===== src/rtl/uc_arbiter_rr.sv =====
// Round-robin unit-clause arbiter: memory preload, N engine channels,
// per-variable polarity table, literal FIFO. Define UCARB_STATS_EN for counters.
module uc_arbiter_rr #(
    parameter int NUM_ENGINE = 4,
    parameter int LIT_W      = 8,
    parameter int NUM_VARS   = 64,
    parameter int Q_DEPTH    = 16
) (
    input  logic                        clk,
    input  logic                        rst_n,
    input  logic                        clear,
    input  logic                        mem_valid,
    input  logic [LIT_W-1:0]            mem_lit,
    input  logic                        mem_done,
    output logic                        mem_ready,
    input  logic [NUM_ENGINE-1:0]       eng_valid,
    input  logic [NUM_ENGINE*LIT_W-1:0] eng_lit,
    output logic [NUM_ENGINE-1:0]       eng_ready,
    input  logic                        down_full,
    output logic                        out_valid,
    output logic [LIT_W-1:0]            out_lit,
    output logic [$clog2(Q_DEPTH):0]    q_count,
    output logic                        conflict,
    output logic [LIT_W-1:0]            conflict_lit,
    output logic [15:0]                 stat_pushed,
    output logic [15:0]                 stat_dropped
);

    localparam int PW = (NUM_ENGINE > 1) ? $clog2(NUM_ENGINE) : 1;
    localparam int AW = $clog2(Q_DEPTH);
    localparam int CW = AW + 1;
    localparam int VW = $clog2(NUM_VARS);

    typedef enum logic [1:0] {
        S_IDLE = 2'd0,
        S_RUN  = 2'd1,
        S_CONF = 2'd2
    } state_e;

    state_e state_q, state_d;

    logic [LIT_W-1:0]    fifo_q [Q_DEPTH];
    logic [AW-1:0]       wr_ptr_q, wr_ptr_d;
    logic [AW-1:0]       rd_ptr_q, rd_ptr_d;
    logic [CW-1:0]       count_q, count_d;
    logic [NUM_VARS-1:0] pos_q, pos_d;
    logic [NUM_VARS-1:0] neg_q, neg_d;
    logic [PW-1:0]       rr_q, rr_d;
    logic                conflict_q, conflict_d;
    logic [LIT_W-1:0]    conf_lit_q, conf_lit_d;

    logic             fifo_full;
    logic             fifo_empty;
    logic             mem_acc;
    logic             arb_en;
    logic [PW-1:0]    cand [NUM_ENGINE];
    logic             gnt_any;
    logic [PW-1:0]    gnt_idx;
    logic [LIT_W-1:0] sel_lit;
    logic             in_vld;
    logic [LIT_W-1:0] in_lit;
    logic             in_neg;
    logic [LIT_W-1:0] mag;
    logic             in_range;
    logic [VW-1:0]    vidx;
    logic             hit_same;
    logic             hit_opp;
    logic             do_push;
    logic             do_drop;
    logic             do_conf;
    logic             pop;

    assign fifo_full  = (count_q == CW'(Q_DEPTH));
    assign fifo_empty = (count_q == '0);

    assign mem_acc = (state_q == S_IDLE) & mem_valid & ~fifo_full & ~clear;
    assign arb_en  = (state_q == S_RUN) & ~fifo_full & ~clear;

    // Candidate channels in priority order, starting after the last grant.
    always_comb begin
        for (int k = 0; k < NUM_ENGINE; k++) begin
            cand[k] = PW'((int'(rr_q) + k) % NUM_ENGINE);
        end
    end

    always_comb begin
        gnt_any = 1'b0;
        gnt_idx = '0;
        if (arb_en) begin
            for (int k = 0; k < NUM_ENGINE; k++) begin
                if (!gnt_any && eng_valid[cand[k]]) begin
                    gnt_any = 1'b1;
                    gnt_idx = cand[k];
                end
            end
        end
    end

    always_comb begin
        eng_ready = '0;
        sel_lit   = '0;
        for (int j = 0; j < NUM_ENGINE; j++) begin
            if (gnt_any && gnt_idx == PW'(j)) begin
                eng_ready[j] = 1'b1;
                sel_lit      = eng_lit[j*LIT_W +: LIT_W];
            end
        end
    end

    assign mem_ready = mem_acc;

    assign in_vld = mem_acc | gnt_any;
    assign in_lit = mem_acc ? mem_lit : sel_lit;
    assign in_neg = in_lit[LIT_W-1];
    assign mag    = in_neg ? (~in_lit + 1'b1) : in_lit;
    assign vidx   = VW'(mag);

    // The most-negative literal has no positive twin, so it is never a variable.
    always_comb begin
        in_range = 1'b1;
        if (in_lit == {1'b1, {(LIT_W-1){1'b0}}}) begin
            in_range = 1'b0;
        end else if (mag == '0) begin
            in_range = 1'b0;
        end else if (32'(mag) >= NUM_VARS) begin
            in_range = 1'b0;
        end
    end

    assign hit_same = in_neg ? neg_q[vidx] : pos_q[vidx];
    assign hit_opp  = in_neg ? pos_q[vidx] : neg_q[vidx];

    assign do_drop = in_vld & (~in_range | hit_same);
    assign do_conf = in_vld & in_range & ~hit_same & hit_opp;
    assign do_push = in_vld & in_range & ~hit_same & ~hit_opp;

    assign out_valid = ~fifo_empty & ~down_full & (state_q != S_CONF) & ~clear;
    assign pop       = out_valid;

    always_comb begin
        state_d    = state_q;
        wr_ptr_d   = wr_ptr_q;
        rd_ptr_d   = rd_ptr_q;
        count_d    = count_q;
        pos_d      = pos_q;
        neg_d      = neg_q;
        rr_d       = rr_q;
        conflict_d = conflict_q;
        conf_lit_d = conf_lit_q;
        if (clear) begin
            state_d    = S_IDLE;
            wr_ptr_d   = '0;
            rd_ptr_d   = '0;
            count_d    = '0;
            pos_d      = '0;
            neg_d      = '0;
            rr_d       = '0;
            conflict_d = 1'b0;
            conf_lit_d = '0;
        end else begin
            if (do_push) begin
                wr_ptr_d = wr_ptr_q + 1'b1;
                if (in_neg) begin
                    neg_d[vidx] = 1'b1;
                end else begin
                    pos_d[vidx] = 1'b1;
                end
            end
            if (pop) begin
                rd_ptr_d = rd_ptr_q + 1'b1;
            end
            count_d = count_q + CW'(do_push) - CW'(pop);
            if (gnt_any) begin
                rr_d = (gnt_idx == PW'(NUM_ENGINE - 1)) ? '0 : gnt_idx + 1'b1;
            end
            if (do_conf) begin
                conflict_d = 1'b1;
                conf_lit_d = in_lit;
            end
            unique case (state_q)
                S_IDLE: begin
                    if (do_conf) begin
                        state_d = S_CONF;
                    end else if (mem_done) begin
                        state_d = S_RUN;
                    end
                end
                S_RUN: begin
                    if (do_conf) begin
                        state_d = S_CONF;
                    end
                end
                S_CONF: state_d = S_CONF;
                default: state_d = S_IDLE;
            endcase
        end
    end

    always_ff @(posedge clk or negedge rst_n) begin
        if (!rst_n) begin
            state_q    <= S_IDLE;
            wr_ptr_q   <= '0;
            rd_ptr_q   <= '0;
            count_q    <= '0;
            pos_q      <= '0;
            neg_q      <= '0;
            rr_q       <= '0;
            conflict_q <= 1'b0;
            conf_lit_q <= '0;
        end else begin
            state_q    <= state_d;
            wr_ptr_q   <= wr_ptr_d;
            rd_ptr_q   <= rd_ptr_d;
            count_q    <= count_d;
            pos_q      <= pos_d;
            neg_q      <= neg_d;
            rr_q       <= rr_d;
            conflict_q <= conflict_d;
            conf_lit_q <= conf_lit_d;
        end
    end

    always_ff @(posedge clk or negedge rst_n) begin
        if (!rst_n) begin
            for (int i = 0; i < Q_DEPTH; i++) begin
                fifo_q[i] <= '0;
            end
        end else if (do_push) begin
            fifo_q[wr_ptr_q] <= in_lit;
        end
    end

    assign out_lit      = fifo_empty ? '0 : fifo_q[rd_ptr_q];
    assign q_count      = count_q;
    assign conflict     = conflict_q;
    assign conflict_lit = conf_lit_q;

`ifdef UCARB_STATS_EN
    logic [15:0] st_push_q, st_push_d;
    logic [15:0] st_drop_q, st_drop_d;

    always_comb begin
        st_push_d = st_push_q;
        st_drop_d = st_drop_q;
        if (clear) begin
            st_push_d = '0;
            st_drop_d = '0;
        end else begin
            if (do_push && st_push_q != 16'hFFFF) begin
                st_push_d = st_push_q + 16'd1;
            end
            if (do_drop && st_drop_q != 16'hFFFF) begin
                st_drop_d = st_drop_q + 16'd1;
            end
        end
    end

    always_ff @(posedge clk or negedge rst_n) begin
        if (!rst_n) begin
            st_push_q <= '0;
            st_drop_q <= '0;
        end else begin
            st_push_q <= st_push_d;
            st_drop_q <= st_drop_d;
        end
    end

    assign stat_pushed  = st_push_q;
    assign stat_dropped = st_drop_q;
`else
    assign stat_pushed  = '0;
    assign stat_dropped = '0;
`endif

endmodule


===== config.mk =====
export PLATFORM = sky130hd
export DESIGN_NAME = uc_arbiter_rr
export DESIGN_NICKNAME = d
export VERILOG_FILES = /design/src/rtl/uc_arbiter_rr.sv
export SDC_FILE = /design/constraint.sdc
export NUM_CORES = 1
export LEC_CHECK = 0
export CORE_MARGIN = 5
export CORE_UTILIZATION = 54
export CTS_CLUSTER_DIAMETER = 40
export DETAILED_ROUTE_END_ITERATION = 16
export GPL_TIMING_DRIVEN = 1
export PLACE_DENSITY = 0.75
export SETUP_SLACK_MARGIN = 0.15
export SKIP_CTS_REPAIR_TIMING = 1
export SYNTH_ARGS = -nofsm -noshare
export SYNTH_HDL_FRONTEND = slang
export SYNTH_SLANG_ARGS = --single-unit

===== constraint.sdc =====
create_clock -name clk -period 6.95 [get_ports clk]
set_input_delay 1.39 -clock clk [delete_from_list [all_inputs] [get_ports clk]]
set_output_delay 1.39 -clock clk [all_outputs]
set_load 0.05 [all_outputs]

==> results by group <==
Outcome
  – Status: finished clean

Yosys
  – Synth area leaders: dfrtp_1, mux2_2, o2bb2ai_1, mux2i_1, mux2_4
  – Number of synthesized register bits: 282
  – Number of synthesized flops with an enable pin: 0
  – Post-Synthesis Cells: 1348
  – Yosys cell types: 103
  – Register area share after synthesis: 0.460
  – Synthesized area: 15300 sq um
  – Post-synth top area cell: dfrtp_1
  – Yosys warnings: 0
  – Main synth FF type: dfrtp_1
  – Asr flop ratio synth: 1.00
  – Synth top area share: 0.460
  – Average size of a mapped cell: 11.4 sq um

Final layout
  – Layout cell share with drive strength beyond 1: 0.296
  – Multi-input gate area: 8100 sq um
  – Most frequent cells in the layout: dfrtp_1, buf_4, o2bb2ai_1
  – # nets final: 1574
  – Final non-filler cell area: 19100 sq um
  – Filler Cells Inserted: 1981
  – Storage element area: 7060 sq um
  – # diodes: 0
  – Final non-filler cell total: 1913
  – Commonest non-fill, non-tap cell in the layout: dfrtp_1
  – Synthesis-to-layout area growth: 24.7%

Floorplan
  – Die width: 179 microns
  – I/O pins: 110
  – Initial Utilization: 0.549
  – Row Count: 61
  – Core area: 27900 sq um
  – Die Height: 179 microns
  – Die footprint: 31900 sq um

Setup path
  – CP max stage delay: 0.36 ns
  – Most common cell type on the critical path: ha_4
  – CP max-delay cell: a2111oi_0
  – Crit end category: flip-flop
  – Crit Path Max Fanout: 7
  – Buf/Inv on CP: 7
  – Worst Path Arrival: 7.00 ns
  – R2r setup slk: 0.63 ns
  – Critical Path Start Type: input pin
  – Crit-path leading delay family: compound AO/OA/AOI/OAI gates
  – Worst reg2reg path startpoint: state_q[1]
  – Reg2reg path depth: 34
  – CP required: 7.40 ns
  – Reg-to-Reg End: q_count[4]
  – Critical Setup Path Class: input pin to flip-flop

Timing
  – Final period util: 0.942
  – RSZ-0062 raised after global routing: no
  – Max_slew headroom: 0.269
  – Clk_skew: 0.0275 ns
  – Peak Freq: 0.153 GHz
  – Worst-Margin Slew: 1.10 ns
  – # setup viols final: 0
  – Max-slew violations: 0
  – Final worst slack: 0.401 ns
  – Final Hold Vio Count: 0
  – Post-layout min period: 6.55 ns

Power and ir drop
  – LEAKAGE: 8.41 nW
  – Clk pwr share: 0.359
  – Internal: 0.00394 W
  – Sw Pwr: 0.00212 W
  – Combinational power share: 0.333
  – Switch share: 0.350
  – Power Density: 316 nW/um^2
  – Seq pwr share: 0.308
  – Peak VDD IR: 0.000203 V

Drt
  – DR iter-0 viols: 1219
  – DRC viols: 0
  – Vias: 12.1k
  – Vias/cell: 6.34
  – Router iterations before antenna repair: 8
  – Average wire per standard cell: 22.6 microns
  – Post-Route WL: 43.2 mm
  – DRT antenna net count: 0

CTS
  – Clock Tree Root: clkbuf_16
  – CTS tree: yes
  – Maximum buffer depth of the clock tree: 3
  – CTS buffer count: 41
  – Clk_lat worst skew: 0.54 ns
  – H-tree depth: 2
  – Reg clk slew, reported paths: 0.06 ns
  – Clk sinks: 282

Place
  – Dpl ws: -0.460 ns
  – IO Port Bufs: 77
  – HPWL Detailed: 28.9 mm
  – Routability cong.: 1.01
  – Area post-placement: 17500 sq um
  – Post-placement cell count: 1834

Worst hold path
  – Hold Crit Start: pos_q[22]
  – Hold crit path type: flip-flop to flip-flop
  – Hold path depth: 1
  – Hold worst-path end: pos_q[22]

Global route
  – First-pass GRT wire length: 68.6 mm
  – Total congestion overflow: 0
  – Initial antenna violation count: 0
  – GRT Total Usage: 0.270
  – Vias in the first global route: 12.2k
  – Largest net degree at the start of global routing: 187

Job
  – Max-cap viol count: 0
per-stage QoR:
| stage | hold slack, ns | total power [W] | setup TNS [ns] | util |
|---|---|---|---|---|
| final | 0.481 | 0.00605 | 0 | 0.685 |
| after global routing | 0.491 | 0.00627 | 0 | 0.685 |
| after global placement | 0.463 | 0.00376 | -15.90 | 0.627 |
| after floorplan | 0.447 | 0.00314 | -13.73 | - |
| after detailed placement | 0.469 | 0.00380 | -37.85 | 0.627 |
| after CTS | 0.484 | 0.00599 | 0 | 0.679 |
cell families after synthesis:
kind of cell	synth area share
compound gates	0.183
fa+ha+maj	0.0160
simple gates	0.112
mux	0.169
xor+xnor	0.00742
other cells	0.000244
flops	0.460
buf+inv	0.0528
state kept, by name, indices dropped and copies added (netlist names):
name          cells
pos_q            64
rr_q              2
conflict          1
rd_ptr_q          4
wr_ptr_q          4
q_count           5
conflict_lit      8
neg_q            64
fifo_q          128
state_q           2
synthesized netlist by cell type, types with 10 or more instances:
cell and n:
nand2_1 113, nor2b_1 13, mux2_2 98, o22ai_1 17, mux2_4 32, ha_1 18
buf_4 34, nand2b_1 11, inv_1 26, buf_2 16, or3_1 11, clkbuf_1 70
mux4_2 17, o2bb2ai_1 117, mux2i_1 53, and3_1 11, nor3_1 13, o221ai_1 17
a211oi_1 10, a22o_1 12, a21oi_1 48, nand3_1 36, nor2_1 38, dfrtp_1 282
o21ai_0 29
how the worst max path moves through the flow:
stage | slack, ns | from | cells past startpoint | to
floorplan | -0.70 | eng_valid[2] | 39 | q_count[4]
detailed placement | -0.46 | eng_valid[3] | 34 | q_count[4]
global placement | -0.33 | eng_valid[3] | 32 | q_count[4]
global route | 0.16 | eng_valid[3] | 31 | q_count[4]
CTS | 0.04 | eng_valid[3] | 32 | q_count[4]
finish | 0.40 | eng_valid[3] | 33 | q_count[4]
routing by layer:
layer	wire, microns	track usage	vias to the layer above
met3	3490	0.0494	106
met2	19800	0.420	584
li1	-	-	5339
met5	0	0	-
met1	18800	0.392	6099
met4	1150	0.0755	0
power by group through the flow:
stage / Clock, W / Sequential [W] / Combinational (W)
floorplan: 0 / 0.00185 / 0.00129
global placement: 0 / 0.00188 / 0.00188
detailed placement: 0 / 0.00189 / 0.00192
CTS: 0.00220 / 0.00186 / 0.00193
global route: 0.00227 / 0.00187 / 0.00213
finish: 0.00217 / 0.00186 / 0.00202
cell type report:
class	count	area share
clock buffer	50	0.0591
clock inverter	23	0.0167
inverter	30	0.00614
multi-input combinational	933	0.423
sequential	282	0.369
tap	378	0.0247
timing repair buffer	217	0.101
worst reg2reg max path: cells and delay by family, from the launching register on:
| family | cells | cell delay, ns |
|---|---|---|
| buffers and inverters | 9 | 0.71 |
| AND/OR/NAND/NOR | 8 | 1.42 |
| AO/OA/AOI/OAI | 11 | 2.31 |
| flip-flops | 1 | 0.42 |
| adder cells (fa/ha/maj) | 6 | 1.38 |
(Power assumes the default switching activity.)
